`src/rtl/fm_freeze_ctrl.sv`:
```
// Freeze controller for the spy-buffer bank: arm/trigger/post-trigger sequencing,
// software freeze, and a timed spy-memory initialisation strobe.
module fm_freeze_ctrl #(
  parameter int SB_N  = 29,
  parameter int CNT_W = 16
) (
  input  logic             spy_clock,
  input  logic             axi_reset_n,
  input  logic             arm,
  input  logic             trig_in,
  input  logic             sw_freeze,
  input  logic             release_req,
  input  logic             init_req,
  input  logic [SB_N-1:0]  freeze_mask,
  input  logic [CNT_W-1:0] post_trig_cnt,
  input  logic [CNT_W-1:0] init_len,
  output logic [SB_N-1:0]  freeze,
  output logic             init_spy_mem,
  output logic [2:0]       state,
  output logic [CNT_W-1:0] trig_count
);

  typedef enum logic [2:0] {
    ST_IDLE   = 3'd0,
    ST_INIT   = 3'd1,
    ST_ARMED  = 3'd2,
    ST_POST   = 3'd3,
    ST_FROZEN = 3'd4
  } state_t;

  localparam logic [CNT_W-1:0] CNT_ZERO = {CNT_W{1'b0}};
  localparam logic [CNT_W-1:0] CNT_ONE  = {{(CNT_W-1){1'b0}}, 1'b1};
  localparam logic [CNT_W-1:0] CNT_MAX  = {CNT_W{1'b1}};

  state_t           state_r;
  state_t           next_state_s;
  logic [CNT_W-1:0] cnt_r;
  logic [CNT_W-1:0] cnt_next_s;
  logic [SB_N-1:0]  mask_q_r;
  logic [SB_N-1:0]  mask_next_s;
  logic             trig_prev_r;
  logic             trig_edge_s;
  logic             accept_s;
  logic             tc_inc_s;
  logic             tc_clr_s;
  logic [CNT_W-1:0] tc_next_s;
  logic [SB_N-1:0]  freeze_next_s;

  assign trig_edge_s = trig_in & ~trig_prev_r;
  assign accept_s    = trig_edge_s | sw_freeze;
  assign state       = state_r;

  // Next-state, counter, mask and trigger-count decisions
  always_comb begin
    next_state_s = state_r;
    cnt_next_s   = cnt_r;
    mask_next_s  = mask_q_r;
    tc_inc_s     = 1'b0;
    tc_clr_s     = 1'b0;
    case (state_r)
      ST_IDLE: begin
        if (init_req) begin
          next_state_s = ST_INIT;
          cnt_next_s   = (init_len == CNT_ZERO) ? CNT_ONE : init_len;
        end else if (arm) begin
          next_state_s = ST_ARMED;
          tc_clr_s     = 1'b1;
        end else begin
          next_state_s = ST_IDLE;
        end
      end
      ST_INIT: begin
        if (cnt_r <= CNT_ONE) begin
          next_state_s = ST_IDLE;
          cnt_next_s   = CNT_ZERO;
        end else begin
          cnt_next_s   = cnt_r - CNT_ONE;
        end
      end
      ST_ARMED: begin
        // A trigger in the same cycle as release_req takes precedence
        if (accept_s) begin
          mask_next_s = freeze_mask;
          tc_inc_s    = 1'b1;
          if (post_trig_cnt == CNT_ZERO) begin
            next_state_s = ST_FROZEN;
            cnt_next_s   = CNT_ZERO;
          end else begin
            next_state_s = ST_POST;
            cnt_next_s   = post_trig_cnt;
          end
        end else if (release_req) begin
          next_state_s = ST_IDLE;
        end else begin
          next_state_s = ST_ARMED;
        end
      end
      ST_POST: begin
        tc_inc_s = trig_edge_s;
        if (release_req) begin
          next_state_s = ST_IDLE;
          cnt_next_s   = CNT_ZERO;
        end else if (sw_freeze || (cnt_r <= CNT_ONE)) begin
          next_state_s = ST_FROZEN;
          cnt_next_s   = CNT_ZERO;
        end else begin
          cnt_next_s   = cnt_r - CNT_ONE;
        end
      end
      ST_FROZEN: begin
        tc_inc_s = trig_edge_s;
        if (release_req) begin
          next_state_s = ST_IDLE;
        end else begin
          next_state_s = ST_FROZEN;
        end
      end
      default: begin
        next_state_s = ST_IDLE;
        cnt_next_s   = CNT_ZERO;
      end
    endcase
  end

  // Saturating trigger count and output values for the state being entered
  always_comb begin
    tc_next_s     = trig_count;
    freeze_next_s = {SB_N{1'b0}};
    if (tc_clr_s) begin
      tc_next_s = CNT_ZERO;
    end else if (tc_inc_s && (trig_count != CNT_MAX)) begin
      tc_next_s = trig_count + CNT_ONE;
    end else begin
      tc_next_s = trig_count;
    end
    if (next_state_s == ST_FROZEN) begin
      freeze_next_s = mask_next_s;
    end else begin
      freeze_next_s = {SB_N{1'b0}};
    end
  end

  // State, counters and registered outputs; trig_prev resets high so a held trigger is not an edge
  always_ff @(posedge spy_clock or negedge axi_reset_n) begin
    if (!axi_reset_n) begin
      state_r      <= ST_IDLE;
      cnt_r        <= CNT_ZERO;
      mask_q_r     <= {SB_N{1'b0}};
      trig_prev_r  <= 1'b1;
      freeze       <= {SB_N{1'b0}};
      init_spy_mem <= 1'b0;
      trig_count   <= CNT_ZERO;
    end else begin
      state_r      <= next_state_s;
      cnt_r        <= cnt_next_s;
      mask_q_r     <= mask_next_s;
      trig_prev_r  <= trig_in;
      freeze       <= freeze_next_s;
      init_spy_mem <= (next_state_s == ST_INIT);
      trig_count   <= tc_next_s;
    end
  end

endmodule

```
`config.mk`:
```
export PLATFORM = sky130hd
export DESIGN_NAME = fm_freeze_ctrl
export DESIGN_NICKNAME = d
export VERILOG_FILES = /design/src/rtl/fm_freeze_ctrl.sv
export SDC_FILE = /design/constraint.sdc
export NUM_CORES = 1
export LEC_CHECK = 0
export CELL_PAD_IN_SITES_DETAIL_PLACEMENT = 1
export CELL_PAD_IN_SITES_GLOBAL_PLACEMENT = 1
export CORE_MARGIN = 3
export CORE_UTILIZATION = 38
export DETAILED_ROUTE_END_ITERATION = 16
export GPL_TIMING_DRIVEN = 0
export PLACE_DENSITY_LB_ADDON = 0.15
export REMOVE_ABC_BUFFERS = 1
export SLEW_MARGIN = 15
export SYNTH_ARGS = -nofsm -noshare
export SYNTH_HDL_FRONTEND = slang
export SYNTH_SLANG_ARGS = --single-unit
```
`constraint.sdc`:
```
create_clock -name spy_clock -period 2.76 [get_ports spy_clock]
set_input_delay 0.414 -clock spy_clock [delete_from_list [all_inputs] [get_ports spy_clock]]
set_output_delay 0.414 -clock spy_clock [all_outputs]
set_load 0.05 [all_outputs]
```
==> results.md, run 1 <==
- Critical Path Source: trig_prev_r
- Synth Area in Simple Gates: 0.178
- Largest area contributor in the synthesized netlist: dfrtp_1
- Max layer used: met4
- Post-Synth Adder-Cell Area: 0.00854
- Hold Crit Class: register to register
- Antenna viol nets, final: 0
- Die Ht: between 100 and 150 microns
- Final nets: 575
- Hold_ws: 0.490 ns
- Max Clock Freq: 0.407 GHz
- Synth Register Bits: 95
- Vias: 3656
- Maxcap violations: 0
- Largest net degree at the start of global routing: 55
- First-pass GRT wire length: approximately 20000 microns
- Initial Util: 0.397
- WL final: between 10000 and 15000 microns
- CP Data Arrival Time: 2.71 ns
- Syn-to-layout area delta: 38.2%
- Tcrit/Tclk final: 0.890
- Setup CP Type: register to register
- FP Rows: 38
- Met2 Routed Length: 6040 microns
- Die ar.: 12900 sq um
- Top FF cell, synth: dfrtp_1
- Setup tns final: 0 ns
- Boundary Pins: 117
- Synth Area in Compound Gates: 0.165
- Gr usage total: 0.197
- Largest family of logic cells by synthesized area: simple AND/OR/NAND/NOR gates
- Initial drt markers: 142
- CTS Buf Count: 9
- Post-layout instance area: 6070 sq um
- Clock slew at the register clock pins of the worst setup and hold paths: ~0.07 ns
- Slew Limit Headroom: 0.289
- Worst EP required: 3.02 ns
- DRC viols: 0
- Synth cell types: 61
- Endpoints failing hold: 0
- Final Max Tran Viols: 0
- FF-to-FF Start: trig_prev_r
- CTS sink count: 95
- CP Launch Type: register
- Tmin final: 2.46 ns
- DP Wirelength: 8760 microns
- Deepest clock path buffer count: 2
- Largest cells by area after synthesis: dfrtp_1, mux2_2, and2_1
- Clock Latency Late Sink: 0.34 ns
- Vias per cell: 5.65
- Cells after Synth: 389
- H-tree level count: 3
- Initial antenna violation count: 0
- Synth warnings: 0
- Clock Tree Root: clkbuf_16
- Share of cells above drive strength 1: 0.126
- Diodes inserted: 0
- Number of flops mapped to enable cells by yosys: 0
- Reg2reg setup slack: 0.30 ns
- Most frequent cells after synthesis: dfrtp_1, and2_1, mux2_2
- Die Width: 114 microns
- Final Wtd Congestion: 0.800
- Count leader, synth: dfrtp_1
- Crit. End Element: register
- Worst VDD drop: 511 uV
- Post-synth top area share: 0.535
- Clk_skew: between 0.008 and 0.009 ns
- Vias in the first global route: around 4.0k
- Core area: 11100 sq um
- IO buf count: 116
- Worst slew pin tran: 1.07 ns
- Post-synthesis xor/xnor area fraction: 0.00399
- Drt wl/cell: 18.9 microns
- # setup viols final: 0
- Register area share after synthesis: 0.541
- Power per cell area: 872 nW/um^2
- Outcome: finished, final reports clean
- Mux cell area share after synthesis: 0.0766
- Met3 WL: around 960 microns
- Avg Cell Area, Syn: 11.3 sq um
- Crit Path Max Fanout: 7
- TritonRoute pass-1 iters: 4
- Ys async rst share: 1.00
- Grt ovf: 0
- CTS tree: yes
- RSZ-0062 raised after global routing: no
- Dpl cell area: 5730 sq um
- Min-delay src: mask_q_r[9]
- Met1 WL: roughly 5000 microns
- Synth Cell Area: 4390 sq um
- Leakage: 2.52 nW
[stage by stage]
stage                     power, mW   util  cells  setup WS (ns)
after detailed placement       3.99  0.518    631         -0.278
after global placement         3.85  0.510    628          -2.35
after global routing           5.64  0.548    647          0.115
final                          5.29  0.548    647          0.305
after CTS                      5.36  0.548    646         0.0727
after floorplan                3.30      -    372         -0.736
[power by group]
| group | switching (mW) | internal [mW] | leakage [nW] | total [mW] |
|---|---|---|---|---|
| registers | 0.288 | 1.78 | 1.24 | 2.07 |
| clock network | 0.534 | 0.787 | 0.144 | 1.32 |
| logic | 1.07 | 0.837 | 1.13 | 1.91 |
| total | 1.89 | 3.40 | 2.52 | 5.29 |
[path summary, 6_finish.rpt]
path | endpoint | cells after the start
min in group asynchronous | cnt_r[9] | 2
min reg2reg | mask_q_r[9] | 1
min | mask_q_r[9] | 1
max reg2reg | cnt_r[14] | 5
max | cnt_r[14] | 5
max in group asynchronous | mask_q_r[28] | 3
[repair_timing]
action / in CTS / in global routing
setup buffers: 0 / 1
hold endpoints to repair: 4 / 0
gates resized for setup: 2 / 0
hold buffers: 1 / 0
setup endpoints to repair: 31 / 17
[registers in the layout, summed over array words and instances (netlist names)]
register	count
freeze	29
mask_q_r	29
cnt_r	16
trig_count	16
state	3
init_spy_mem	1
trig_prev_r	1
[logic make-up after synthesis]
logic type	after synthesis
buffers and inverters	26
flip-flops	95
XOR/XNOR	2
multiplexers	30
AO/OA/AOI/OAI	99
adder cells (fa/ha/maj)	3
AND/OR/NAND/NOR	134
[area by class of cell]
| class | count | area (sq um) |
|---|---|---|
| Clock buffer | 9 | 225 |
| Tap cell | 140 | 175 |
| Inverter | 9 | 33.8 |
| Timing Repair Buffer | 121 | 1240 |
| Clock inverter | 5 | 83.8 |
| Multi-Input combinational cell | 268 | 1930 |
| Sequential cell | 95 | 2380 |
| Fill cell | 1190 | 5000 |
[placed cells by master, fill, tap and decap left out, types with 3 or more instances in the layout]
| cell | Yosys | routed |
|---|---|---|
| nor2_1 | 19 | 19 |
| clkdlybuf4s50_1 | 0 | 115 |
| nand4_1 | 4 | 4 |
| o31ai_1 | 3 | 3 |
| o211ai_1 | 3 | 3 |
| o21ai_0 | 20 | 20 |
| inv_1 | 9 | 9 |
| and2_1 | 30 | 30 |
| o31a_1 | 3 | 3 |
| or3_1 | 9 | 9 |
| nor4_1 | 12 | 12 |
| or4_1 | 5 | 5 |
| nor3_1 | 9 | 9 |
| o2bb2ai_1 | 7 | 7 |
| o221ai_1 | 3 | 3 |
| a31oi_1 | 6 | 6 |
| nand2b_1 | 3 | 3 |
| nand3_1 | 12 | 12 |
| nand2_1 | 12 | 12 |
| ha_1 | 3 | 3 |
| a22o_1 | 5 | 5 |
| a21oi_1 | 12 | 12 |
| dfrtp_1 | 94 | 94 |
| a22oi_1 | 11 | 11 |
| a211o_1 | 4 | 4 |
| a221o_1 | 5 | 5 |
| clkbuf_16 | 0 | 9 |
| mux2_2 | 29 | 29 |
[critical path: stages, from the launching register on]
cell and delay [ns]:
dfstp_2 0.51, and2b_1 0.29, or3_1 0.37, a221oi_1 0.89
o21ai_0 0.20, o21ai_0 0.11
[layer usage]
metal | vias up | GRT usage
li1 | 1693 | -
met1 | 1849 | 0.237
met2 | 99 | 0.330
met3 | 15 | 0.0631
met4 | 0 | 0.0729
met5 | - | 0
No activity file was read; power rests on OpenSTA's default activity.
==> run 2: changes to the inputs <==
--- a/config.mk
+++ b/config.mk
@@ -5,6 +5,7 @@
 export SDC_FILE = /design/constraint.sdc
 export NUM_CORES = 1
 export LEC_CHECK = 0
+export ABC_CLOCK_PERIOD_IN_PS = 2760
 export CELL_PAD_IN_SITES_DETAIL_PLACEMENT = 1
 export CELL_PAD_IN_SITES_GLOBAL_PLACEMENT = 1
 export CORE_MARGIN = 3
==> results of run 2 <==
Same layout as run 1: the final DEF is identical, and so are final timing and power.
==> run 3: changes to the inputs <==
--- a/config.mk
+++ b/config.mk
@@ -6,13 +6,14 @@
 export NUM_CORES = 1
 export LEC_CHECK = 0
 export ABC_CLOCK_PERIOD_IN_PS = 2760
+export CAP_MARGIN = 30
 export CELL_PAD_IN_SITES_DETAIL_PLACEMENT = 1
 export CELL_PAD_IN_SITES_GLOBAL_PLACEMENT = 1
 export CORE_MARGIN = 3
 export CORE_UTILIZATION = 38
 export DETAILED_ROUTE_END_ITERATION = 16
 export GPL_TIMING_DRIVEN = 0
-export PLACE_DENSITY_LB_ADDON = 0.15
+export PLACE_DENSITY_LB_ADDON = 0.1
 export REMOVE_ABC_BUFFERS = 1
 export SLEW_MARGIN = 15
 export SYNTH_ARGS = -nofsm -noshare
==> results.md, run 3 (synthesis gave the netlist of run 1 again) <==
- Worst EP required: 3.02 ns
- Sw Share: 0.359
- CP Launch Type: register
- CTS sink count: between 90 and 100
- R2r worst-path depth: 5
- Reg2reg setup slack: 0.36 ns
- Critical Path Source: trig_prev_r
- Clk network pwr share: 0.246
- Comb power frac: 0.363
- Endpoints failing hold: 0
- Critical R2R Capture: cnt_r[14]
- P_int: 3.37 mW
- Die ar.: 12900 sq um
- Vias: 3606
- Initial drt markers: 180
- Worst slew pin tran: 0.994 ns
- CTS Buf Count: 9
- FP Rows: 38
- DP Wirelength: 8750 microns
- Top Registers: freeze: 29 flops, mask_q_r: 29 flops
- Vias in the first global route: 3957
- Diodes inserted: 0
- Clock slew at the register clock pins of the worst setup and hold paths: 0.07 ns
- Vias per cell: 5.54
- # setup viols final: 0
- RSZ-0062 raised after global routing: no
- Worst path cell trace: and2b_1 -> or3_1 -> a221oi_1 -> o21ai_0 -> o21ai_0
- CTS tree: yes
- Power per cell area: 863 nW/um^2
- NetSw: 1.89 mW
- Leakage: 2.53 nW
- FF-to-FF Start: trig_prev_r
- Antenna viol nets, final: 0
- Slowest-stage cell, CP: a221oi_1
- Largest net degree at the start of global routing: 58
- Die Width: 114 microns
- Setup tns final: 0 ns
- Initial Util: 0.397
- IO buf count: 116
- Post-placement cell count: 632
- Tmin final: 2.40 ns
- Deepest clock path buffer count: 2
- First-pass GRT wire length: 19900 microns
- Post-route insts no fill: 651
- H-tree level count: 3
- Die Ht: 114 microns
- Syn-to-layout area delta: 38.6%
- Util after Layout: 0.550
- Hold_ws: between 0.4 and 0.5 ns
- Drt wl/cell: 18.4 microns
- Clk_skew: 0.00600 ns
- Final nets: 577
- Initial antenna violation count: 0
- WL final: 12000 microns
- Core area: 11100 sq um
- CP Data Arrival Time: between 2 and 3 ns
- Hold Crit Class: register to register
- Maxcap violations: 0
- Outcome: finished, final reports clean
- Clock Tree Root: clkbuf_16
- Final Power: between 5 and 6 mW
- Most used cell, CP: o21ai_0
- Max Clock Freq: 0.416 GHz
- Sequential Power Share: 0.392
- Grt ovf: 0
- TritonRoute pass-1 iters: 4
- Final Wtd Congestion: between 0.7 and 0.8
- Tcrit/Tclk final: 0.871
- Boundary Pins: 117
- Gr usage total: 0.195
- DRC viols: 0
- Final Max Tran Viols: 0
- Clock Latency Late Sink: 0.34 ns
- Setup CP Type: register to register
- Critical Path Max Stage Delay: 0.84 ns
- Share of cells above drive strength 1: 0.131
- Crit. End Element: register
- Post_cts resized: 0
- Worst Setup EP: cnt_r[14]
- Slew Limit Headroom: 0.337
- Worst VDD drop: a little over 500 uV
- Most frequent cells in the layout: clkdlybuf4s50_1, dfrtp_1, and2_1
- Crit Path Max Fanout: 7
- Commonest non-fill, non-tap cell in the layout: clkdlybuf4s50_1
[run 3: changes by cell type in the layout (fill, tap and decap cells not counted)]
cell,previous run,this run
inv_6,1,3
buf_12,1,0
buf_16,1,2
buf_6,1,2
bufinv_16,2,1
clkbuf_1,0,1
clkbuf_4,0,1
clkbuf_8,0,1
clkinvlp_4,2,1
nor3_2,0,1
nor3_4,2,1
[run 3: how the worst min path moves through the flow]
stage,start,endpoint,slack (ns),cells after the start
6_report,mask_q_r[24],mask_q_r[24],0.49,1
5_1_grt,trig_in,trig_prev_r,0.50,1
4_1_cts,mask_q_r[24],mask_q_r[24],0.49,1
3_5_place_dp,axi_reset_n,cnt_r[8],0.35,1
3_3_place_gp,mask_q_r[19],mask_q_r[19],0.47,1
2_1_floorplan,axi_reset_n,cnt_r[0],0.12,0
[run 3: cell type report]
type	instances	area (sq um)
inverter	9	33.8
clock inverter	5	63.8
sequential	95	2380
tap	140	175
timing repair buffer	123	1270
multi-input combinational	268	1930
clock buffer	11	243
fill	1187	4990
[run 3: layer usage]
| metal | GRT usage | part of all wire | up-vias |
|---|---|---|---|
| met5 | 0 | 0 | - |
| li1 | - | - | 1689 |
| met3 | 0.0732 | 0.078 | 11 |
| met4 | 0.0545 | 0.012 | 0 |
| met1 | 0.228 | 0.40 | 1827 |
| met2 | 0.336 | 0.51 | 79 |
[run 3: power by group through the flow]
stage               clock [mW]  combinational, mW  sequential [mW]
floorplan                    0               1.09             2.21
global route              1.39               2.11             2.12
CTS                       1.33               1.93             2.06
finish                    1.29               1.91             2.06
detailed placement           0               1.92             2.09
global placement             0               1.80             2.06
[run 3: critical path, delay by kind of cell, from the launching register on]
| family | cells | cell delay (ns) |
|---|---|---|
| and+or+nand+nor | 2 | 0.66 |
| AOI/OAI and AO/OA | 3 | 1.14 |
| DFF | 1 | 0.51 |
[run 3: what timing repair did]
item	in CTS	in global routing
setup buffers	1	0
setup endpoints to repair	21	0
hold buffers	1	0
endpoints found under the hold margin	37	0
[run 3: per-stage QoR]
| stage | setup WS (ns) | cell area, sq um |
|---|---|---|
| CTS | 0.247 | 6080 |
| floorplan | -0.736 | 4310 |
| global placement | -2.31 | 5650 |
| finish | 0.357 | 6090 |
| detailed placement | -0.0515 | 5760 |
| global route | 0.167 | 6090 |
